--- src/rtl/muldiv_pkg.sv ---
// Shared definitions for the iterative multiply/divide unit.
//   state_t     : sequencer states (IDLE, PREP, ITER, FIX, DONE)
//   OP_MULT/DIV : encoding of the op input
//   FUNCT_*     : R-type funct codes, also used by the control unit decoder
package muldiv_pkg;

    typedef enum logic [2:0] {
        ST_IDLE,
        ST_PREP,
        ST_ITER,
        ST_FIX,
        ST_DONE
    } state_t;

    localparam logic OP_MULT = 1'b0;
    localparam logic OP_DIV  = 1'b1;

    localparam logic [5:0] FUNCT_MULT = 6'h18;
    localparam logic [5:0] FUNCT_DIV  = 6'h1a;

endpackage

--- src/rtl/muldiv_step.sv ---
// One combinational iteration of the multiply/divide datapath.
//   op       : OP_MULT = shift-add step, OP_DIV = restoring shift-subtract step
//   acc      : 2*DATA_W accumulator
//              MULT: {partial product high, remaining multiplier bits}
//              DIV : {partial remainder, dividend bits / quotient bits}
//   opnd     : multiplicand (MULT) or divisor (DIV), both non-negative
//   acc_next : accumulator after this step
module muldiv_step
    import muldiv_pkg::*;
#(
    parameter int DATA_W = 32
) (
    input  logic                  op,
    input  logic [2*DATA_W-1:0]   acc,
    input  logic [DATA_W-1:0]     opnd,
    output logic [2*DATA_W-1:0]   acc_next
);

    // Multiply: add the multiplicand to the upper half when the current
    // multiplier bit (acc[0]) is set, then shift the whole thing right.
    // The carry out of the add becomes the new top bit.
    logic [DATA_W:0]       mul_sum;
    logic [2*DATA_W-1:0]   mul_next;

    assign mul_sum  = {1'b0, acc[2*DATA_W-1:DATA_W]} + {1'b0, (acc[0] ? opnd : '0)};
    assign mul_next = {mul_sum, acc[DATA_W-1:1]};

    // Divide: shift the next dividend bit into the remainder, subtract the
    // divisor if it fits and shift the resulting quotient bit in at the bottom.
    // The remainder is always below the divisor, so the difference fits in DATA_W.
    logic [DATA_W:0]       rem_shift;
    logic [DATA_W-1:0]     rem_diff;
    logic                  rem_ge;
    logic [DATA_W-1:0]     rem_new;
    logic [2*DATA_W-1:0]   div_next;

    assign rem_shift = {acc[2*DATA_W-1:DATA_W], acc[DATA_W-1]};
    assign rem_ge    = (rem_shift >= {1'b0, opnd});
    assign rem_diff  = rem_shift[DATA_W-1:0] - opnd;
    assign rem_new   = rem_ge ? rem_diff : rem_shift[DATA_W-1:0];
    assign div_next  = {rem_new, acc[DATA_W-2:0], rem_ge};

    assign acc_next = (op == OP_DIV) ? div_next : mul_next;

endmodule

--- src/rtl/muldiv_sequencer.sv ---
// Iterative signed multiply/divide unit with HI/LO registers.
// Sequence: IDLE -> PREP -> ITER (DATA_W cycles) -> FIX -> DONE -> IDLE.
// Ports:
//   clk, rst_n     : clock, asynchronous active-low reset
//   start          : request, accepted only in IDLE (busy=0)
//   op             : OP_MULT / OP_DIV
//   op_a, op_b     : multiplicand/dividend and multiplier/divisor, sampled with start
//   uns            : unsigned operation (MULTU/DIVU), only when MULDIV_UNSIGNED_EN is defined
//   busy           : high from the accepting edge until the edge leaving DONE
//   done           : one-cycle completion pulse (in DONE)
//   div_zero       : high with done when a DIV had a zero divisor
//   hi, lo         : HI/LO result registers, updated only in FIX
// Handshake: start is a request that is sampled only while busy=0; a start
// seen while busy=1 is dropped. The result is valid in hi/lo when done=1
// and stays there until the next operation reaches FIX.
module muldiv_sequencer
    import muldiv_pkg::*;
#(
    parameter int DATA_W = 32,
    parameter int CNT_W  = 6
) (
    input  logic              clk,
    input  logic              rst_n,
    input  logic              start,
    input  logic              op,
    input  logic [DATA_W-1:0] op_a,
    input  logic [DATA_W-1:0] op_b,
`ifdef MULDIV_UNSIGNED_EN
    input  logic              uns,
`endif
    output logic              busy,
    output logic              done,
    output logic              div_zero,
    output logic [DATA_W-1:0] hi,
    output logic [DATA_W-1:0] lo
);

    state_t              state_q, state_d;
    logic [CNT_W-1:0]    cnt_q, cnt_d;
    logic                op_q, op_d;
    logic                uns_q, uns_d;
    logic [DATA_W-1:0]   a_q, a_d;
    logic [DATA_W-1:0]   b_q, b_d;
    logic [DATA_W-1:0]   opnd_q, opnd_d;
    logic [2*DATA_W-1:0] acc_q, acc_d;
    logic                neg_res_q, neg_res_d;  // product / quotient negative
    logic                neg_rem_q, neg_rem_d;  // remainder takes dividend sign
    logic                busy_q, busy_d;
    logic                done_q, done_d;
    logic                div_zero_q, div_zero_d;
    logic [DATA_W-1:0]   hi_q, hi_d;
    logic [DATA_W-1:0]   lo_q, lo_d;

    logic uns_in;
`ifdef MULDIV_UNSIGNED_EN
    assign uns_in = uns;
`else
    assign uns_in = 1'b0;
`endif

    // Operand magnitudes; the most negative value maps to itself, which is
    // its correct unsigned magnitude.
    logic              a_neg, b_neg;
    logic [DATA_W-1:0] a_abs, b_abs;
    assign a_neg = !uns_q && a_q[DATA_W-1];
    assign b_neg = !uns_q && b_q[DATA_W-1];
    assign a_abs = a_neg ? -a_q : a_q;
    assign b_abs = b_neg ? -b_q : b_q;

    logic [2*DATA_W-1:0] step_acc;
    muldiv_step #(.DATA_W(DATA_W)) u_step (
        .op       (op_q),
        .acc      (acc_q),
        .opnd     (opnd_q),
        .acc_next (step_acc)
    );

    // Sign correction of the finished magnitudes.
    logic [2*DATA_W-1:0] prod_fix;
    logic [DATA_W-1:0]   quot_fix, rem_fix;
    assign prod_fix = neg_res_q ? -acc_q : acc_q;
    assign quot_fix = neg_res_q ? -acc_q[DATA_W-1:0] : acc_q[DATA_W-1:0];
    assign rem_fix  = neg_rem_q ? -acc_q[2*DATA_W-1:DATA_W] : acc_q[2*DATA_W-1:DATA_W];

    always_comb begin
        state_d    = state_q;
        cnt_d      = cnt_q;
        op_d       = op_q;
        uns_d      = uns_q;
        a_d        = a_q;
        b_d        = b_q;
        opnd_d     = opnd_q;
        acc_d      = acc_q;
        neg_res_d  = neg_res_q;
        neg_rem_d  = neg_rem_q;
        busy_d     = busy_q;
        done_d     = done_q;
        div_zero_d = div_zero_q;
        hi_d       = hi_q;
        lo_d       = lo_q;

        case (state_q)
            ST_IDLE: begin
                if (start) begin
                    op_d    = op;
                    uns_d   = uns_in;
                    a_d     = op_a;
                    b_d     = op_b;
                    busy_d  = 1'b1;
                    state_d = ST_PREP;
                end
            end
            ST_PREP: begin
                if (op_q == OP_DIV && b_q == '0) begin
                    // No iterations and no HI/LO write on a zero divisor.
                    done_d     = 1'b1;
                    div_zero_d = 1'b1;
                    state_d    = ST_DONE;
                end else begin
                    neg_res_d = a_neg ^ b_neg;
                    neg_rem_d = a_neg;
                    acc_d     = {{DATA_W{1'b0}}, (op_q == OP_MULT) ? b_abs : a_abs};
                    opnd_d    = (op_q == OP_MULT) ? a_abs : b_abs;
                    cnt_d     = '0;
                    state_d   = ST_ITER;
                end
            end
            ST_ITER: begin
                acc_d = step_acc;
                if (cnt_q == CNT_W'(DATA_W - 1)) begin
                    cnt_d   = '0;
                    state_d = ST_FIX;
                end else begin
                    cnt_d = cnt_q + 1'b1;
                end
            end
            ST_FIX: begin
                if (op_q == OP_MULT) begin
                    {hi_d, lo_d} = prod_fix;
                end else begin
                    lo_d = quot_fix;
                    hi_d = rem_fix;
                end
                done_d  = 1'b1;
                state_d = ST_DONE;
            end
            ST_DONE: begin
                done_d     = 1'b0;
                div_zero_d = 1'b0;
                busy_d     = 1'b0;
                state_d    = ST_IDLE;
            end
            default: begin
                state_d = ST_IDLE;
            end
        endcase
    end

    always_ff @(posedge clk or negedge rst_n) begin
        if (!rst_n) begin
            state_q    <= ST_IDLE;
            cnt_q      <= '0;
            op_q       <= OP_MULT;
            uns_q      <= 1'b0;
            a_q        <= '0;
            b_q        <= '0;
            opnd_q     <= '0;
            acc_q      <= '0;
            neg_res_q  <= 1'b0;
            neg_rem_q  <= 1'b0;
            busy_q     <= 1'b0;
            done_q     <= 1'b0;
            div_zero_q <= 1'b0;
            hi_q       <= '0;
            lo_q       <= '0;
        end else begin
            state_q    <= state_d;
            cnt_q      <= cnt_d;
            op_q       <= op_d;
            uns_q      <= uns_d;
            a_q        <= a_d;
            b_q        <= b_d;
            opnd_q     <= opnd_d;
            acc_q      <= acc_d;
            neg_res_q  <= neg_res_d;
            neg_rem_q  <= neg_rem_d;
            busy_q     <= busy_d;
            done_q     <= done_d;
            div_zero_q <= div_zero_d;
            hi_q       <= hi_d;
            lo_q       <= lo_d;
        end
    end

    assign busy     = busy_q;
    assign done     = done_q;
    assign div_zero = div_zero_q;
    assign hi       = hi_q;
    assign lo       = lo_q;

endmodule

--- config.mk ---
export PLATFORM = sky130hd
export DESIGN_NAME = muldiv_sequencer
export DESIGN_NICKNAME = d
export VERILOG_FILES = /design/src/rtl/muldiv_pkg.sv /design/src/rtl/muldiv_step.sv /design/src/rtl/muldiv_sequencer.sv
export SDC_FILE = /design/constraint.sdc
export NUM_CORES = 1
export LEC_CHECK = 0
export ABC_AREA = 1
export ABC_CLOCK_PERIOD_IN_PS = 2650
export CAP_MARGIN = 15
export CELL_PAD_IN_SITES_DETAIL_PLACEMENT = 1
export CELL_PAD_IN_SITES_GLOBAL_PLACEMENT = 1
export CORE_MARGIN = 5
export CORE_UTILIZATION = 43
export CTS_CLUSTER_DIAMETER = 60
export DETAILED_ROUTE_END_ITERATION = 10
export PLACE_DENSITY_LB_ADDON = 0.1
export SYNTH_ARGS = -nofsm -noshare
export SYNTH_HDL_FRONTEND = slang
export SYNTH_SLANG_ARGS = --single-unit
--- constraint.sdc ---
create_clock -name clk -period 2.65 [get_ports clk]
set_input_delay 0.53 -clock clk [delete_from_list [all_inputs] [get_ports clk]]
set_output_delay 0.53 -clock clk [all_outputs]
set_load 0.1 [all_outputs]
Word level (Yosys, flattened, before mapping)
Cells that the tools add are included.

storage, ports and cells
  word-level logic and storage cells = 74
  input port bits = 68
  register bits after elaboration = 239

operators by class
  mux-type cells = 26
  bitwise gates (word level) = 2
  add/subtract/negate cells = 8
  magnitude comparators = 1
  reduce and logical (&&, ||, !) cells = 14
  eq/ne operators = 9

operators with widths
  kind                                                              number
  32-bit two-way mux                                                10
  64-bit two-way mux                                                3
  32-bit negation                                                   4
  64-bit one-hot mux with 2 select lines                            1
  64-bit negation                                                   1
  32-bit by 32-bit adder with 33-bit output                         1
  33-bit by 32-bit >= comparator with 1-bit output                  1
  32-bit logical NOT                                                1
  32-bit subtractor                                                 1
  2-bit AND reduction                                               7
  6-bit two-way mux                                                 2
  3-bit one-hot mux with 4 select lines                             1
  6-bit one-hot mux with 2 select lines                             1
  3-bit two-way mux                                                 3
  2-bit != test (second input constant)                             4
  6-bit by 1-bit adder with 6-bit output (second input constant)    1
  3-bit by 2-bit == test with 1-bit output (second input constant)  2
  6-bit by 5-bit == test with 1-bit output (second input constant)  1
  2-bit nonzero test                                                3
  1-bit one-hot mux with 2 select lines                             2
  3-bit by 1-bit == test with 1-bit output (second input constant)  1
  3-bit == test (second input constant)                             1
  3-bit logical NOT                                                 1
  1-bit one-hot mux with 3 select lines                             1
  5 further kinds                                                   6

Longest topological paths before layout
  word-level depth = 5
  mapped depth = 20
  depth with buffers taken out = 18

Cells and area by module
Synthesis repeated with hierarchy kept, for this count alone.

unflattened totals
  cells, all modules = 3245
  area, all modules = 20184.4 µm²

modules (own cells, without submodules)
  module            sequential area each (µm²)  times used  area an instance (µm²)  cells an instance
  muldiv_sequencer  5980.7                      1           14039.7                 1972
  muldiv_step       0.0                         1           6144.6                  1273

Least setup slack after synthesis
Ideal clock, no wire load.

  path type = reg-to-reg
  from = reg acc_q[0]
  to = reg acc_q[62]
  period minus slack after synthesis = 2324 ps
  arrival = 2208 ps
  stages on the path, launching flop included = 20
  slack = 326 ps
  cells stage by stage = dfrtp_1 buf_6 clkbuf_1 nand2_1 inv_1 ha_1 or2_2 and2_1 nand2_1 nand2_1 nand2_1 nand2_1 nand2_1 nand2_1 nand2_1 nand3_1 nand2_1 inv_1 nand2_1 nand2_1

between the ends
  longest elaborated chain between the ends = 4

ends and longest elaborated chain
  element                                    line                     text
  start: declaration                         muldiv_sequencer.sv:45   logic [2*DATA_W-1:0] acc_q, acc_d;
  start signal: assignment                   muldiv_sequencer.sv:168  acc_q <= '0;
  start signal: assignment                   muldiv_sequencer.sv:184  acc_q <= acc_d;
  32-bit two-way mux                         muldiv_step.sv:25        assign mul_sum = {1'b0, acc[2*DATA_W-1:DATA_W]} + {1'b0, (acc[0] ? opnd : '0)};
  32-bit by 32-bit adder with 33-bit output  muldiv_step.sv:25
  64-bit two-way mux                         muldiv_step.sv:43        assign acc_next = (op == OP_DIV) ? div_next : mul_next;
  64-bit one-hot mux with 2 select lines     muldiv_sequencer.sv:102  case (state_q)

No other way between the ends.
A chain may end at the register's enable or synchronous reset.

Worst setup path in the final report
  from = reg opnd_q[6]
  to = reg acc_q[55]

between the ends
  longest elaborated chain between the ends = 4

ends and longest elaborated chain
  element                                                                          line                                  text
  start: declaration                                                               muldiv_sequencer.sv:44                logic [DATA_W-1:0] opnd_q, opnd_d;
  start signal: assignment                                                         muldiv_sequencer.sv:183               opnd_q <= opnd_d;
  32-bit two-way mux (tied with other cells)                                       muldiv_step.sv:25
  32-bit by 32-bit adder with 33-bit output or 32-bit two-way mux (tied branches)  muldiv_step.sv:25, muldiv_step.sv:40
  64-bit two-way mux (*)                                                           muldiv_step.sv:43
  64-bit one-hot mux with 2 select lines (*)                                       muldiv_sequencer.sv:102

Every way passes the cells marked *; elsewhere a longest branch is shown, timed or not.

==> flow_summary.yaml <==
global_routing:
  grt_pass1_wl_mm: 140
  grt_pass1_vias: 23400
  grt_max_degree: 126
  antenna_found_initial: 0
  grtUsageTotal_pct: 35.3
  overflow: 0
worst_setup_path:
  worstReg2RegEnd: "acc_q[55]"
  slowest_stage: "dfrtp_2"
  crit_chain: "inv_1, ha_1, nand2_1, nor2_2, nand3_1, nand3_2, nand2_1, nand2_2, nand3_4, nand2_8, buf_6, nand3_1, nand3_1, nand2_1, nand2_1"
  path_class: "reg -> reg"
  cpPeakStageDelay_ps: 410
  r2r_cells: 15
  cp-start-kind: "register"
  crit_family: "simple AND/OR/NAND/NOR gates"
  arrival_ps: 3090
  reg2reg_slack_ps: 60
  worst-path-buf-inv: 2
  critPathMaxFanout: 15
  r2r-start: "opnd_q[6]"
  worstPathRequired_ps: 3150
  endpoint_kind: "register"
  crit_top_cell: "nand2_1"
cts:
  clkTransAtPathRegs_ps: 50
  cts_buffer_depth: 3
  cts_tree: "done"
  htreeDepth: 2
  insertion_delay_ps: 580
  cts_buffers: 35
  clk_root_buffer_cell: "clkbuf_16"
  cts_sinks: 239
logic_synthesis:
  synthTopCellsByCount: "nand2_1, inv_1, nor2_1"
  synth_seq_cells: 239
  syn_area_mm2: 0.0203
  synth_warnings: 0
  yosysTopAreaCell: "dfrtp_1"
  synth_edf_count: 0
  synth_seq_area_share_pct: 29.5
  synth_area_leaders: "dfrtp_1, nand2_1, inv_1"
  syn_inst: 3253
  avgSynthCellArea_um2: 6.24
  async_reset_ff_share_pct: 100
  yosys.cell_types.count: 58
  synthFlopType: "dfrtp_1"
  synthesis.nets: 3392
  synth_top_area_share_pct: 29.5
  post-synth-top-count-cell: "nand2_1"
floorplan:
  die_area_mm2: 0.0516
  core_area_mm2: 0.0467
  io_pins: 135
  initial_core_util_pct: 43.5
  fp.dieW_um: 227
  std_cell_rows: 79
  fp.dieH_um: 227
layout:
  num_antenna_cells: 0
  area_delta_synth_final_pct: 21.0
  fin_nets: 3578
  fin_util_pct: 52.6
  ff_latch_area_mm2: 0.00600
  multi_input_area_mm2: 0.0127
  fin_area_mm2: 0.0246
  n_fill_cell: 6311
  drive_above_1_share_pct: 13.0
placement:
  dp_slack_ps: -78.5
  placed_area_mm2: 0.0228
  gp_congestion: 1.05
  hpwl_mm: 74.5
  port_buffers: 134
run:
  max_cap_viol_count: 0
sta:
  relSlewSlack_pct: 48.4
  rsz0062_at_grt: "yes"
  finalHoldViolations: 0
  timing.final.crit_share_pct: 97.8
  setup_viol: 0
  slew_viol_final: 0
  max_slew.worst_pin.slew_ps: 774
  setup_slack_ps: 59.5
  max_freq_mhz: 386
  finalCriticalPeriod_ps: 2590
  skew_ps: 34.4
routing:
  routedWlPerCell_um: 23.0
  wl_met2_mm: 43.5
  routed_via_density: 5.67
  drtIter0Drc: 2051
  wl_mm: 93.6
  via_count: 23100
  drt-pass1-iter-count: 5
  dr_wl_met3_mm: 5.34
  drt-met1-wl_mm: 39.8
  ant_nets: 0
  top_layer: "met4"
  drc: 0
hold_path:
  hp-class: "in -> async"
outcome:
  outcome: "complete, no violations"
-- through the flow --
stage	hold slack (ps)	TNS (ps)	cells
2_1_floorplan	234	0	3253
3_3_place_gp	466	0	4004
3_5_place_dp	466	-205	4004
4_1_cts	482	0	4069
5_1_grt	506	-759	4073
6_report	476	0	4073
-- metal layers --
metal / global-route usage (%) / up-vias
met5: 0 / -
li1: - / 10800
met4: 15.8 / 0
met1: 46.9 / 11300
met2: 58.2 / 785
met3: 4.14 / 206
-- logic make-up after synthesis --
family | count (synthesis) | synth area share, %
simple gates | 1862 | 38.7
buf+inv | 535 | 10.4
compound gates | 430 | 11.9
flops | 239 | 29.5
xor+xnor | 104 | 4.49
fa+ha+maj | 71 | 4.45
mux | 12 | 0.666
-- state kept, by name, summed over array words and instances (netlist names) --
register and flops:
opnd_q 32, hi 32, a_q 32, done 1
state_q 3, div_zero 1, b_q 32, acc_q 64
neg_res_q 1, cnt_q 6, op_q 1, lo 32
neg_rem_q 1, busy 1
-- final cells by class --
class,count,area share (%)
Inverter,418,6.42
Multi-Input combinational cell,2479,51.8
Clock inverter,20,0.932
Tap cell,607,3.09
Timing Repair Buffer,266,9.47
Sequential cell,239,24.4
Clock buffer,44,3.87
-- worst reg2reg max path, cell delays in order, from the launching register on --
cell	delay, ps
dfrtp_2	410
inv_1	90
ha_1	370
nand2_1	130
nor2_2	170
nand3_1	160
nand3_2	130
nand2_1	70
nand2_2	110
nand3_4	130
nand2_8	130
buf_6	180
nand3_1	150
nand3_1	180
nand2_1	80
nand2_1	60
-- what timing repair did --
item,4_1_cts,5_1_grt
setup buffers,0,4
hold buffers,1,0
endpoints found under the hold margin,20,0
gates cloned,0,0
gates resized for setup,5,134
pin swaps,0,10
endpoints found under the setup margin,11,43
-- placed cells by master, fill, tap and decap left out, types with 45 or more instances in the layout --
master / instances
a21oi_1: 127
buf_4: 185
clkdlybuf4s50_1: 66
dfrtp_1: 229
inv_1: 407
nand2_1: 1034
nand3_1: 298
nand4_1: 50
nor2_1: 326
o211ai_1: 45
o21ai_0: 173
xor2_1: 85
-- worst max-delay path by stage --
stage / depth (start not counted) / start / endpoint / slack (ps)
2_1_floorplan: 19 / acc_q[0] / acc_q[62] / 330
3_3_place_gp: 17 / acc_q[0] / acc_q[59] / 9
3_5_place_dp: 15 / acc_q[0] / acc_q[45] / -80
4_1_cts: 15 / opnd_q[11] / acc_q[59] / 30
5_1_grt: 15 / opnd_q[6] / acc_q[46] / -70
6_report: 15 / opnd_q[6] / acc_q[55] / 60
Power is left out: the tool's default activity adds up to more than one toggle a clock period on the data nets, which glitch-free logic cannot reach.
